File: config.mk
export PLATFORM = sky130hd
export DESIGN_NAME = sopc_data_bus_ic
export DESIGN_NICKNAME = d
export VERILOG_FILES = /design/src/rtl/sopc_data_bus_ic_pkg.sv /design/src/rtl/sopc_addr_decoder.sv /design/src/rtl/sopc_data_bus_ic.sv
export SDC_FILE = /design/constraint.sdc
export NUM_CORES = 1
export LEC_CHECK = 0
export CAP_MARGIN = 10
export CORE_MARGIN = 8
export CORE_UTILIZATION = 25
export DETAILED_ROUTE_END_ITERATION = 10
export PLACE_DENSITY_LB_ADDON = 0.1
export SLEW_MARGIN = 10
export SYNTH_ARGS = -nofsm -noshare
export SYNTH_HDL_FRONTEND = slang
export SYNTH_SLANG_ARGS = --single-unit
File: constraint.sdc
create_clock -name clk -period 2 [get_ports clk]
set_clock_uncertainty 0.1 [all_clocks]
set_input_delay 0.4 -clock clk [delete_from_list [all_inputs] [get_ports clk]]
set_output_delay 0.4 -clock clk [all_outputs]
set_load 0.02 [all_outputs]
File: src/rtl/sopc_data_bus_ic_pkg.sv
// Shared state encoding and sizing constants for the SOPC data-bus interconnect.
package sopc_data_bus_ic_pkg;

    typedef enum logic [1:0] {
        BusIdle = 2'd0,
        BusBusy = 2'd1,
        BusDone = 2'd2
    } bus_state_e;

    // Wide enough to index up to 8 slaves.
    localparam int unsigned SlaveIdxW      = 3;
    localparam int unsigned DefaultTimeout = 255;

endpackage

File: src/rtl/sopc_addr_decoder.sv
// Combinational address decoder: full 32-bit (addr & mask) == base match, lowest slave index wins.
module sopc_addr_decoder
    import sopc_data_bus_ic_pkg::*;
#(
    parameter int unsigned              NUM_SLAVES = 4,
    parameter logic [32*NUM_SLAVES-1:0] BASE_ADDRS = '0,
    parameter logic [32*NUM_SLAVES-1:0] MASK_ADDRS = '0
) (
    input  logic [31:0]          addr,
    output logic                 hit,
    output logic [SlaveIdxW-1:0] idx
);

    // Scan from the top down so the lowest matching index is the last one written.
    always_comb begin
        hit = 1'b0;
        idx = '0;
        for (int i = int'(NUM_SLAVES) - 1; i >= 0; i--) begin
            if ((addr & MASK_ADDRS[i*32 +: 32]) == BASE_ADDRS[i*32 +: 32]) begin
                hit = 1'b1;
                idx = SlaveIdxW'(i);
            end
        end
    end

endmodule

File: src/rtl/sopc_data_bus_ic.sv
// Data-bus interconnect: decodes core data-port accesses onto one of NUM_SLAVES slaves with
// wait-state handshake, slave timeout and a one-cycle bus-error pulse.
module sopc_data_bus_ic
    import sopc_data_bus_ic_pkg::*;
#(
    parameter int unsigned              NUM_SLAVES = 4,
    parameter logic [32*NUM_SLAVES-1:0] BASE_ADDRS = {32'h3000_0000, 32'h2000_0000,
                                                      32'h1000_0000, 32'h0000_0000},
    parameter logic [32*NUM_SLAVES-1:0] MASK_ADDRS = {NUM_SLAVES{32'hF000_0000}},
    parameter int unsigned              TIMEOUT    = DefaultTimeout,
    parameter int unsigned              TO_W       = 8
) (
    input  logic                       clk,
    input  logic                       rst,
    input  logic                       ram_ce_i,
    input  logic                       ram_we_i,
    input  logic [31:0]                ram_addr_i,
    input  logic [3:0]                 ram_sel_i,
    input  logic [31:0]                ram_data_i,
    output logic [31:0]                ram_data_o,
    output logic                       stall_req_o,
    output logic                       bus_err_o,
    output logic [NUM_SLAVES-1:0]      s_ce_o,
    output logic                       s_we_o,
    output logic [31:0]                s_addr_o,
    output logic [3:0]                 s_sel_o,
    output logic [31:0]                s_data_o,
    input  logic [32*NUM_SLAVES-1:0]   s_data_i,
    input  logic [NUM_SLAVES-1:0]      s_ack_i
);

    localparam logic [TO_W-1:0] ToLast = TO_W'(TIMEOUT - 1);

    bus_state_e           state_q;
    logic [SlaveIdxW-1:0] idx_q;
    logic [TO_W-1:0]      cnt_q;

    logic                 dec_hit;
    logic [SlaveIdxW-1:0] dec_idx;
    logic                 ack_sel;
    logic [31:0]          rd_data;

    sopc_addr_decoder #(
        .NUM_SLAVES (NUM_SLAVES),
        .BASE_ADDRS (BASE_ADDRS),
        .MASK_ADDRS (MASK_ADDRS)
    ) u_decoder (
        .addr (ram_addr_i),
        .hit  (dec_hit),
        .idx  (dec_idx)
    );

    // Only the selected slave's ack and data are visible; stray acks are dropped here.
    always_comb begin
        ack_sel = 1'b0;
        rd_data = '0;
        s_ce_o  = '0;
        for (int i = 0; i < int'(NUM_SLAVES); i++) begin
            if (idx_q == SlaveIdxW'(i)) begin
                ack_sel   = s_ack_i[i];
                rd_data   = s_data_i[i*32 +: 32];
                s_ce_o[i] = (state_q == BusBusy);
            end
        end
    end

    always_comb begin
        stall_req_o = 1'b0;
        unique case (state_q)
            BusIdle: stall_req_o = ram_ce_i;
            BusBusy: stall_req_o = 1'b1;
            default: stall_req_o = 1'b0;
        endcase
    end

    always_ff @(posedge clk) begin
        if (rst) begin
            state_q    <= BusIdle;
            idx_q      <= '0;
            cnt_q      <= '0;
            s_we_o     <= 1'b0;
            s_addr_o   <= '0;
            s_sel_o    <= '0;
            s_data_o   <= '0;
            ram_data_o <= '0;
            bus_err_o  <= 1'b0;
        end else begin
            bus_err_o <= 1'b0;
            unique case (state_q)
                BusIdle: begin
                    if (ram_ce_i) begin
                        if (dec_hit) begin
                            s_we_o   <= ram_we_i;
                            s_addr_o <= ram_addr_i;
                            s_sel_o  <= ram_sel_i;
                            s_data_o <= ram_data_i;
                            idx_q    <= dec_idx;
                            cnt_q    <= '0;
                            state_q  <= BusBusy;
                        end else begin
                            ram_data_o <= '0;
                            bus_err_o  <= 1'b1;
                            state_q    <= BusDone;
                        end
                    end
                end
                BusBusy: begin
                    if (ack_sel) begin
                        ram_data_o <= s_we_o ? 32'h0 : rd_data;
                        state_q    <= BusDone;
                    end else if (cnt_q == ToLast) begin
                        ram_data_o <= '0;
                        bus_err_o  <= 1'b1;
                        state_q    <= BusDone;
                    end else begin
                        cnt_q <= cnt_q + TO_W'(1);
                    end
                end
                BusDone: state_q <= BusIdle;
                default: state_q <= BusIdle;
            endcase
        end
    end

endmodule
==> metrics.yaml, run 1 <==
clk_root_buffer_cell: "sky130_fd_sc_hd__clkbuf_16"
worst_pin_slew_ns: 0.478
dp_slack_ns: -0.271
detailroute.via_count: 4898
yosys_most_used_dff: "sky130_fd_sc_hd__dfxtp_1"
grt_setup_unrepaired: "yes"
grt.overflow.total: 0
timing.critical_path.slowest_stage_cell: "sky130_fd_sc_hd__dfxtp_1"
finalWirelength_um: 20300
cts.path.max_buffers: 2
smallest_hold_slack_ns: 0.247
die_height_um: 155
crit_path_start: "state_q[1]$_SDFFE_PP0P_"
worst_ep_required_time_ns: 2.20
final_report_setup_violation_count: 0
core_area_mm2: 0.0188
postRouteAntennaNets: 0
number_of_cells_on_the_critical_path: 8
cts-buffers-inserted: 17
routed_wire_length_per_instance_um: 19.2
criticalPathCategory: "reg2reg"
synth_nets: 695
post_dp_cell_area_mm2: 0.00833
cells_on_worst_hold_path: 2
largest_net_degree_at_the_start_of_global_routing: 45
path_cells: "buf_4 -> nand3b_1 -> buf_4 -> o22ai_4 -> a211oi_2 -> nor2_4 -> buf_12 -> a22o_1"
status: "completed"
numClockSinks: 114
worst_setup_path_end_kind: "flop"
first_pass_iters: 6
synth_sequential_area_ratio_pct: 47.5
io_buffers: 310
finalCriticalPeriod_ns: 1.91
p_leak_nw: 3.16
filler_cell_count: 1742
number_of_vias_per_cell_after_detailed_routing: 4.64
finish.net_count: 1014
clk_latency_ns: 0.41
die_width_um: 155
count_of_flip_flops_with_a_built_in_enable_after_synthesis: 0
clock.fmax_ghz: 0.522
layout_commonest_cell: "sky130_fd_sc_hd__clkdlybuf4s50_1"
utilization_pct: 47.5
worstHoldPathType: "in2reg"
initial_antenna_violation_count: 0
yosysWarningCount: 0
layout-drive-gt1-share_pct: 13.3
worst_r2r_path_depth: 8
synth_cells: 489
grt_first_pass_wirelength_um: 31000
pwr_density_cell_mw_per_mm2: 711
synth_seq_cells: 114
hold_viol: 0
initialDrtViolationCount: 232
ctsHoldBuffers: 0
crit_end: "ram_data_o[15]$_SDFFE_PP0P_"
slew-limit-headroom_pct: 68.1
layout_worst_path_cycle_share_pct: 95.7
finalWeightedCongestion: 0.890
cts_htree_levels: 4
reg2reg_slack_ns: 0.09
syn_area_per_cell_um2: 9.82
family_of_cells_with_the_greatest_summed_delay_on_the_critical_path: "compound AO/OA/AOI/OAI gates"
synth_top_area_share_pct: 47.5
cap_violations: 0
critical-path-max-stage-delay_ns: 0.34
r2r-end: "ram_data_o[15]$_SDFFE_PP0P_"
worstSetupStartpointType: "flop"
asyncSetResetFlopFracSynth_pct: 0
combined_buffer_and_inverter_count_along_the_critical_path: 3
yosys.area.top_type: "sky130_fd_sc_hd__dfxtp_1"
total_design_power_mw: 6.34
critical_path_peak_fanout: 32
worst_slack_setup_final_ns: 0.0853
io_count: 311
post_synth_main_area_contributors: "sky130_fd_sc_hd__dfxtp_1 (48%), sky130_fd_sc_hd__mux4_2 (15%), sky130_fd_sc_hd__nand2_1 (11%)"
timing.critical_path.mode_cell: "sky130_fd_sc_hd__buf_4"
most-common-layout-cells: "sky130_fd_sc_hd__clkdlybuf4s50_1 (303), sky130_fd_sc_hd__nand2_1 (136), sky130_fd_sc_hd__dfxtp_1 (113)"
netlist_area_mm2: 0.00480
track_usage_pct: 16.8
post-cts-setup-buffer-count: 0
detailed_place_hpwl_um: 16000
grt_pass1_vias: 5198
vdd_ir_drop_max_uv: 562
yosysUniqueCellTypes: 37
reg2reg_from: "state_q[1]$_SDFFE_PP0P_"
num_antenna_cells: 0
path_clk_slew_ns: 0.06
stdcell_area_mm2: 0.00891
crit_arrival_ns: 2.11
row_count: 50
die_area_mm2: 0.0239
area_delta_synth_final_pct: 85.6
initial_core_util_pct: 25.6
final_max_slew_viol_count: 0
drcViolationCount: 0
cts_tree: "built"
## report_power, final
part	total [mW]	internal (mW)	switching, mW	leakage, nW
logic	0.940	0.597	0.342	1.96
registers	2.36	2.33	0.0316	0.923
clock network	3.04	1.88	1.15	0.277
## sequential cells by signal, indices dropped and copies added (netlist names), 2 cells and up
name,flops
idx_q,2
s_sel_o,4
cnt_q,8
s_addr_o,32
ram_data_o,32
state_q,2
s_data_o,32
## per-layer routing
layer  GRT usage [%]  routed length [um]
met5               0                   0
met4            5.23                 403
met3            9.25                2450
met2            27.9                9740
met1            18.0                7700
## layout make-up
cell class | count | area, um2 | area share, %
timing repair buffer | 338 | 3400 | 38.1
clock buffer | 19 | 443 | 4.97
inverter | 5 | 18.8 | 0.211
multi-input combinational | 332 | 2330 | 26.1
tap | 234 | 293 | 3.28
sequential | 114 | 2280 | 25.6
clock inverter | 13 | 151 | 1.70
## worst reg2reg max path, cell delays in order (launching register included)
cell	delay [ns]
sky130_fd_sc_hd__dfxtp_1	0.34
sky130_fd_sc_hd__buf_4	0.17
sky130_fd_sc_hd__nand3b_1	0.18
sky130_fd_sc_hd__buf_4	0.14
sky130_fd_sc_hd__o22ai_4	0.08
sky130_fd_sc_hd__a211oi_2	0.29
sky130_fd_sc_hd__nor2_4	0.06
sky130_fd_sc_hd__buf_12	0.17
sky130_fd_sc_hd__a22o_1	0.27
## synth_stat cells, types with 3 or more instances
cell type / n
sky130_fd_sc_hd__nand4_1: 3
sky130_fd_sc_hd__buf_6: 5
sky130_fd_sc_hd__clkbuf_1: 22
sky130_fd_sc_hd__dfxtp_1: 114
sky130_fd_sc_hd__a22o_1: 32
sky130_fd_sc_hd__nand3_1: 3
sky130_fd_sc_hd__nor2_1: 16
sky130_fd_sc_hd__inv_1: 5
sky130_fd_sc_hd__nand2_1: 136
sky130_fd_sc_hd__nor2b_1: 4
sky130_fd_sc_hd__a21oi_1: 72
sky130_fd_sc_hd__mux4_2: 32
sky130_fd_sc_hd__xor2_1: 5
sky130_fd_sc_hd__buf_2: 9
sky130_fd_sc_hd__nand2b_1: 3
## kinds of logic after synthesis
group,count (synthesis),share of synthesized area [%]
compound gates,109,14.4
flops,114,47.5
simple gates,180,16.3
buf+inv,43,4.38
mux,36,16.0
fa+ha+maj,2,0.521
xor+xnor,5,0.912
## stage by stage
step	setup TNS, ns	instances
after global placement	-25.44	1023
final	0	1055
after global routing	-0.0227	1055
after CTS	0	1055
after detailed placement	-25.51	1023
after floorplan	0	489
## how the worst min path moves through the flow
stage                                      to                 startpoint  slack, ns
floorplan               cnt_q[5]$_SDFFE_PP0P_      cnt_q[5]$_SDFFE_PP0P_       0.39
global placement    s_addr_o[31]$_SDFFE_PP0P_  s_addr_o[31]$_SDFFE_PP0P_       0.32
detailed placement  s_addr_o[30]$_SDFFE_PP0P_  s_addr_o[30]$_SDFFE_PP0P_       0.32
CTS                      bus_err_o$_SDFF_PP0_                        rst       0.23
global route             bus_err_o$_SDFF_PP0_                        rst       0.26
finish                   bus_err_o$_SDFF_PP0_                        rst       0.25
## timing repair
action | in CTS | in global routing
endpoints found under the setup margin | 6 | 8
resized for setup | 18 | 6
endpoints found under the hold margin | 0 | 0
Power figures use the tool's default switching activity.
==> run 2: changes to the inputs <==
==> constraint.sdc (replaced) <==
create_clock -name clk -period 2 [get_ports clk]
set_clock_uncertainty 0.1 [all_clocks]
set_input_delay 0.3 -clock clk [delete_from_list [all_inputs] [get_ports clk]]
set_output_delay 0.3 -clock clk [all_outputs]
set_load 0.02 [all_outputs]
==> run 2 against run 1 <==
  * Combinational power hardly changed
  * Power is 2.2% higher
  * Critical endpoint is now s_we_o
  * Global-route usage hardly changed
  * Worst setup slack worse by 0.015 ns
  * First-iteration DRC count is 17% lower
==> metrics.yaml, run 2 (synthesis gave the netlist of run 1 again) <==
first_pass_iters: 4
clock.fmax_ghz: 0.518
vdd_ir_drop_max_uv: 550
cap_violations: 0
criticalPathCategory: "reg2out"
initial_antenna_violation_count: 1
reg2reg_slack_ns: 0.16
family_of_cells_with_the_greatest_summed_delay_on_the_critical_path: "buffers and inverters"
detailed_place_hpwl_um: 15900
path_cells: "clkdlybuf4s50_1"
cts-buffers-inserted: 17
hold_start: "rst"
worst_r2r_path_depth: 6
finish.net_count: 1012
total_design_power_mw: 6.48
drcViolationCount: 0
pwr_density_cell_mw_per_mm2: 727
path_clk_slew_ns: 0.06
num_antenna_cells: 0
worst_pin_slew_ns: 0.424
cts.path.max_buffers: 2
reg2reg_from: "idx_q[0]$_SDFFE_PP0P_"
clk_root_buffer_cell: "sky130_fd_sc_hd__clkbuf_16"
crit_path_start: "s_we_o$_SDFFE_PP0P_"
initialDrtViolationCount: 192
tns_ns: 0
final_max_slew_viol_count: 0
status: "completed"
row_count: 50
cts_htree_levels: 4
final_report_setup_violation_count: 0
grt_first_pass_wirelength_um: 31000
number_of_vias_per_cell_after_detailed_routing: 4.61
cts_tree: "built"
die_area_mm2: 0.0239
critical_path_peak_fanout: 3
largest_net_degree_at_the_start_of_global_routing: 45
initial_core_util_pct: 25.6
smallest_hold_slack_ns: 0.112
hold_viol: 0
finalWeightedCongestion: 0.879
finalNonFillerCells: 1053
layout_commonest_cell: "sky130_fd_sc_hd__clkdlybuf4s50_1"
layout-drive-gt1-share_pct: 13.1
crit_end: "s_we_o"
p_leak_nw: 3.17
filler_cell_count: 1744
routed_wire_length_per_instance_um: 19.2
worstSetupStartpointType: "flop"
core_area_mm2: 0.0188
largestRegisters: "ram_data_o (32), s_addr_o (32), s_data_o (32)"
critical-path-max-stage-delay_ns: 0.70
number_of_cells_on_the_critical_path: 1
worst_setup_path_end_kind: "primary output"
worstHoldPathType: "in2reg"
postRouteAntennaNets: 0
slew-limit-headroom_pct: 71.7
grt_setup_unrepaired: "no"
utilization_pct: 47.5
grt_pass1_vias: 5236
worst_ep_required_time_ns: 1.60
track_usage_pct: 16.8
die_width_um: 155
detailroute.via_count: 4851
io_buffers: 310
clk_latency_ns: 0.42
r2r-end: "cnt_q[4]$_SDFFE_PP0P_"
numPlacedInstances: 1019
layout_worst_path_cycle_share_pct: 96.5
numClockSinks: 114
crit_arrival_ns: 1.53
io_count: 311
grt.overflow.total: 0
combined_buffer_and_inverter_count_along_the_critical_path: 1
finalCriticalPeriod_ns: 1.93
die_height_um: 155
timing.critical_path.slowest_stage_cell: "sky130_fd_sc_hd__clkdlybuf4s50_1"
most-common-layout-cells: "sky130_fd_sc_hd__clkdlybuf4s50_1 (304), sky130_fd_sc_hd__nand2_1 (136), sky130_fd_sc_hd__dfxtp_1 (113)"
finalWirelength_um: 20300
area_delta_synth_final_pct: 85.7
==> run 2: how the worst min path moves through the flow <==
stage,depth (start not counted),end,slack [ns]
floorplan,2,s_data_o[23]$_SDFFE_PP0P_,0.34
global placement,2,s_addr_o[31]$_SDFFE_PP0P_,0.32
detailed placement,2,s_addr_o[30]$_SDFFE_PP0P_,0.32
CTS,2,cnt_q[0]$_SDFFE_PP0P_,0.10
global route,2,cnt_q[0]$_SDFFE_PP0P_,0.12
finish,2,cnt_q[0]$_SDFFE_PP0P_,0.11
==> run 2: final cells by class <==
type,count,area [um2],share of cell area [%]
multi-input cells,332,2330,26.2
clock buffers,18,439,4.93
inverters,5,18.8,0.210
flip-flops and latches,114,2280,25.6
repair buffers,336,3370,37.8
well taps,234,293,3.28
clock inverters,14,179,2.01
==> run 2: power by group <==
group / internal [mW] / switching, mW / total, mW
registers: 2.33 / 0.0311 / 2.36
clock network: 2.01 / 1.17 / 3.18
logic: 0.598 / 0.345 / 0.943
total: 4.94 / 1.54 / 6.48
==> run 2: per-stage QoR <==
step	worst slack [ns]	instance area (um2)
2_1_floorplan	0.147	4800
3_3_place_gp	-0.188	8290
3_5_place_dp	-0.200	8290
4_1_cts	0.00833	8910
5_1_grt	0.00552	8920
6_report	0.0705	8920
==> run 2: per-layer routing <==
layer / wire, um / share of wire [%] / track usage (%) / vias to the layer above
met3: 2420 / 12 / 8.78 / 22
met2: 9680 / 48 / 28.0 / 237
met1: 7830 / 39 / 18.1 / 2239
met5: 11 / 0.054 / 0 / -
met4: 323 / 1.6 / 5.23 / 2
li1: - / - / - / 2351
==> run 2: timing repair <==
item	in CTS	in global routing
gates resized for setup	14	5
endpoints found under the setup margin	5	30
hold buffers	0	0
buffers inserted	1	1
pin swaps	0	1
